==> config.mk <==
export PLATFORM = sky130hd
export DESIGN_NAME = alu_operand_loader
export DESIGN_NICKNAME = d
export VERILOG_FILES = /design/src/rtl/alu_operand_loader.sv
export SDC_FILE = /design/constraint.sdc
export NUM_CORES = 1
export LEC_CHECK = 0
export ABC_AREA = 1
export CORE_UTILIZATION = 49
export DETAILED_ROUTE_END_ITERATION = 6
export PLACE_DENSITY = 0.78
export SLEW_MARGIN = 20
export SYNTH_ARGS = -nofsm -noshare
export SYNTH_HDL_FRONTEND = slang
export SYNTH_SLANG_ARGS = --single-unit
==> constraint.sdc <==
create_clock -name CLK -period 3.49 [get_ports CLK]
set_clock_uncertainty 0.05 [all_clocks]
set_input_delay 0.698 -clock CLK [delete_from_list [all_inputs] [get_ports CLK]]
set_output_delay 0.698 -clock CLK [all_outputs]
set_load 0.01 [all_outputs]
==> src/rtl/alu_operand_loader.sv <==
// Button-driven operand loader feeding OP1, OP2 and OPCODE to a combinational ALU.
// Define ALU_LOADER_DEBOUNCE_EN to build the debounce counter; otherwise the synchronised button is used as-is.
module alu_operand_loader #(
  parameter int opcodeBus      = 6,
  parameter int dataBus        = 8,
  parameter int debounceCycles = 500000
) (
  input  logic                 CLK,
  input  logic                 RST,
  input  logic [dataBus-1:0]   SW,
  input  logic                 BTN,
  output logic [dataBus-1:0]   OP1,
  output logic [dataBus-1:0]   OP2,
  output logic [opcodeBus-1:0] OPCODE,
  output logic                 VALID,
  output logic [1:0]           STATE
);

  // state | meaning
  // S_OP1 | waiting for the press that captures operand 1
  // S_OP2 | waiting for the press that captures operand 2
  // S_OPC | waiting for the press that captures the opcode
  // S_RUN | complete set held for the ALU, VALID high
  typedef enum logic [1:0] {
    S_OP1 = 2'b00,
    S_OP2 = 2'b01,
    S_OPC = 2'b10,
    S_RUN = 2'b11
  } state_t;

  if (opcodeBus > dataBus) begin : g_bad_opcode_width
    $error("alu_operand_loader: opcodeBus must not exceed dataBus");
  end
  if (debounceCycles < 1) begin : g_bad_debounce
    $error("alu_operand_loader: debounceCycles must be at least 1");
  end

  logic   s1;
  logic   s2;
  logic   filt;
  logic   filt_d;
  logic   press;
  state_t state;

  // BTN is fully asynchronous, so it gets a plain two-flop synchroniser.
  always_ff @(posedge CLK) begin
    if (RST) begin
      s1 <= 1'b0;
      s2 <= 1'b0;
    end else begin
      s1 <= BTN;
      s2 <= s1;
    end
  end

`ifdef ALU_LOADER_DEBOUNCE_EN
  localparam int CNT_W = $clog2(debounceCycles + 1);
  localparam logic [CNT_W-1:0] CNT_LAST = CNT_W'(debounceCycles - 1);

  logic [CNT_W-1:0] cnt;

  // Any sample agreeing with the filtered level restarts the stability window.
  always_ff @(posedge CLK) begin
    if (RST) begin
      cnt  <= '0;
      filt <= 1'b0;
    end else if (s2 == filt) begin
      cnt <= '0;
    end else if (cnt == CNT_LAST) begin
      filt <= s2;
      cnt  <= '0;
    end else begin
      cnt <= cnt + 1'b1;
    end
  end
`else
  assign filt = s2;
`endif

  always_ff @(posedge CLK) begin
    if (RST) begin
      filt_d <= 1'b0;
    end else begin
      filt_d <= filt;
    end
  end

  assign press = filt & ~filt_d;

  always_ff @(posedge CLK) begin
    if (RST) begin
      state  <= S_OP1;
      OP1    <= '0;
      OP2    <= '0;
      OPCODE <= '0;
      VALID  <= 1'b0;
    end else if (press) begin
      case (state)
        S_OP1: begin
          OP1   <= SW;
          state <= S_OP2;
        end
        S_OP2: begin
          OP2   <= SW;
          state <= S_OPC;
        end
        S_OPC: begin
          OPCODE <= SW[opcodeBus-1:0];
          VALID  <= 1'b1;
          state  <= S_RUN;
        end
        S_RUN: begin
          // Old operands stay visible until overwritten by the next sequence.
          VALID <= 1'b0;
          state <= S_OP1;
        end
        default: state <= S_OP1;
      endcase
    end
  end

  assign STATE = state;

endmodule

After elaboration in Yosys (flattened, before gate mapping) --
Index checks and enable logic that the tools add are counted.
Storage, ports and cells: logic and storage cells 21, output and inout bits 25, flip-flop bits (word level) 28
Operators by class: bitwise operators 2, multiplexer cells 2, reductions and logical operators 6, equality and inequality tests 3
Operator list (count):
- one-hot mux 2 bit (4 select lines) | 1
- AND reduction 2 bit | 4
- equality test 2 bit (second input constant) | 2
- equality test 2 x 1 -> 1 bit (second input constant) | 1
- zero test 2 bit | 1
- one-hot mux 1 bit (2 select lines) | 1
- nonzero test 2 bit | 1
- bitwise AND 1 bit | 1
- NOT 1 bit | 1

Longest topological paths before layout --
depth in word-level cells 3, gate-level depth with buffers 7, gate-level depth less buffers 6

Worst setup path before layout --
Ideal clock, no wire load.
path type register to register, start reg state[0] (netlist: STATE[0]), end reg OP1[5], setup slack 2234 ps, data required time 3327 ps, library setup time 113 ps, period minus slack after synthesis 1256 ps, path buffers 1, data arrival time 1093 ps, stages on the path, launching flop included 8, cells stage by stage dfxtp_1 inv_1 ha_1 nand3_4 buf_6 nand2_2 nand2_1 nor2_1
On the way: word-level cells in the longest chain between the ends 2
Ends and longest elaborated chain:
- from (decl) | RTL line 43 | state_t state;
- from (signal assigned) | RTL line 92 | state <= S_OP1;
- from (signal assigned) | RTL line 101 | state <= S_OP2;
- from (signal assigned) | RTL line 105 | state <= S_OPC;
- zero test 2 bit | RTL line 98 | case (state)
- AND reduction 2 bit (no source line)
- to (signal assigned) | RTL line 93 | OP1 <= '0;
- to (signal assigned) | RTL line 100 | OP1 <= SW;
- to (decl) | RTL line 12 | output logic [dataBus-1:0] OP1,
No other way between the ends. A chain may end at the register's enable or synchronous reset.

Worst setup path in the final report --
start reg state[1] (netlist: STATE[1]), end out STATE[1]
RTL lines:
- to (decl) | RTL line 16 | output logic [1:0] STATE
No word-level cell between the ends.

==> results.yml <==
sta:
  period_minus_slack_ps: 2060
  fmax_mhz: 484
  min_period_over_period: 0.592
  hold_viol: 0
  slew_violations: 0
  rsz0062_at_grt: "no"
  setup_viol: 0
  max_slew_margin: 0.556
  worst_pin_slew_ps: 666
  tns_ps: 0
global_route:
  overflow: 0
  grt_use_met1: 0.246
  first_global_vias: 969
  met2_usage: 0.329
  track_usage: 0.194
  busiest_layer: "met2"
  antenna_found_initial: 0
  grt_max_degree: 25
  grt_pass1_wl_um: 3960
  use_met3: 0.0319
floorplanning:
  die-area_um2: 2730
  fp.dieH_um: 52.3
  dieWidth_um: 52.3
  fp-row-count: 17
  initial_core_util: 0.539
  ios: 36
  core_um2: 2300
placement:
  port_buffers: 35
  place.gp.congestion: 0.765
  place_hpwl_um: 1630
worst_setup_path:
  path_cells: "clkdlybuf4s50_1"
  crit_family: "buffers and inverters"
  cp.buffers_inverters: 1
  reg2reg_from: "STATE[0]"
  crit_type: "reg2out"
  r2r_end: "OPCODE[2]"
  critPathLaunchType: "register"
  slowest_delay_ps: 570
  endpoint: "STATE[1]"
  startpoint: "STATE[1]"
  r2r_cells: 6
  cpMaxStageDelayCell: "clkdlybuf4s50_1"
  cp.required_ps: 2740
  rrSetupSlack_ps: 2160
  critical_path_peak_fanout: 5
  setup.worst_path.end_class: "output port"
  cp.arrival_ps: 1320
  cp_num_cells: 1
run:
  cap_violations: 0
cells_and_area:
  multi_input_area_um2: 508
  fillCellCount: 192
  area_growth_pct: 29.8
  seqCellArea_um2: 561
  antenna_cells: 0
  finish.utilization: 0.699
  drive_gt1_frac: 0.0474
  final_nets: 228
clock_tree:
  insertion_delay_ps: 310
  root_buffer: "clkbuf_4"
  cts-hold-fix-buffers: 0
  cts_tree: "built"
  cts_resized: 0
  htree_levels: 1
  cts_buffers: 3
  cts.sinks: 28
  cts_max_path_buffers: 2
  path_clk_slew_ps: 140
  postCtsSetupRepairBufs: 0
synthesis:
  synth_cells: 177
  synth_compound_area_frac: 0.00404
  synth_mux_area_frac: 0
  synth.yosys.seq_area_share: 0.453
  synth_area_leaders: "dfxtp_1 45%, nor2_1 16%, nand2_1 15%"
  syn_area_um2: 1240
  synth_area_leader_cell: "dfxtp_1"
  synth_warnings: 0
  avgSynthCellArea_um2: 6.99
  synthAdderAreaFrac: 0.0506
  ys_seq_elements: 28
  ys_types: 13
  synth_top_family_by_area: "simple AND/OR/NAND/NOR gates"
  synthSimpleGateAreaFrac: 0.356
  synthXorXnorAreaFrac: 0
  synth.net_count: 193
  yosys.area.top_type_share: 0.453
detailed_routing:
  via_per_inst: 4.41
  antenna_left: 0
  dr_total_vias: 1053
  drt-total-wl_um: 2260
  drt_drc_violations_left: 0
  post_drt_wl_per_cell_um: 9.44
  drtIter0Drc: 11
  drtPass1Iterations: 4
pwr:
  p_leak_nw: 0.797
  vdd_drop_max_mv: 0.217
  powerDensity_nw_per_um2: 346
hold_path:
  hold_class: "reg2reg"
run_status:
  status: "finished, final reports clean"
[state kept, by name, indices dropped and copies added (netlist names)]
| register | cells |
|---|---|
| filt_d | 1 |
| filt | 1 |
| STATE | 2 |
| OP2 | 8 |
| VALID | 1 |
| OP1 | 8 |
| s1 | 1 |
| OPCODE | 6 |
[synth_stat cells]
| cell type | number |
|---|---|
| buf_2 | 1 |
| buf_6 | 3 |
| clkbuf_8 | 1 |
| dfxtp_1 | 28 |
| ha_1 | 5 |
| inv_1 | 30 |
| inv_2 | 1 |
| nand2_1 | 49 |
| nand2_2 | 2 |
| nand3_2 | 1 |
| nand3_4 | 2 |
| nor2_1 | 53 |
| o21ai_0 | 1 |
[where the power goes]
| part | internal, mW | total (mW) | switching (mW) |
|---|---|---|---|
| clock network | 0.0637 | 0.152 | 0.0888 |
| logic | 0.0341 | 0.0675 | 0.0334 |
| registers | 0.329 | 0.336 | 0.00645 |
[placed cells by master, fill, tap and decap left out]
master	netlist	routed
clkbuf_4	0	3
clkbuf_8	1	1
clkdlybuf4s50_1	0	35
dfxtp_1	28	28
ha_1	5	5
inv_1	30	30
inv_2	1	1
nand2_1	49	49
nand2_2	2	2
nand3_2	1	1
nand3_4	2	2
nor2_1	53	53
o21ai_0	1	1
[through the flow]
step	setup slack (ps)	hold slack (ps)	instances	instance area [µm²]	power, mW
finish	1430	370	239	1610	0.556
global route	1370	413	239	1610	0.583
CTS	1410	376	239	1610	0.562
detailed placement	1360	355	235	1570	0.411
global placement	1400	343	235	1570	0.409
floorplan	2230	338	177	1240	0.378
[how the worst min path moves through the flow]
| stage | start | cells past startpoint | slack, ps | end |
|---|---|---|---|---|
| final | s1 | 2 | 370 | filt |
| after global routing | s1 | 2 | 410 | filt |
| after CTS | s1 | 2 | 380 | filt |
| after detailed placement | s1 | 2 | 360 | filt |
| after global placement | s1 | 2 | 340 | filt |
| after floorplan | s1 | 2 | 340 | filt |
[final cells by class]
class,instances,area share
clock buffer,4,0.0226
inverter,31,0.0724
multi-input combinational,113,0.316
sequential,28,0.349
tap,28,0.0218
timing repair buffer,35,0.218
[cell families (layout without fill, tap and decap cells)]
group | count (synthesis) | count (layout)
simple gates | 107 | 107
compound gates | 1 | 1
fa+ha+maj | 5 | 5
buf+inv | 36 | 70
flops | 28 | 28
[metal layers]
metal / vias up / part of all wire
li1: 572 / -
met1: 454 / 0.49
met2: 25 / 0.45
met3: 2 / 0.047
met4: 0 / 0.0075
met5: - / 0
No activity file was read; power rests on OpenSTA's default activity.
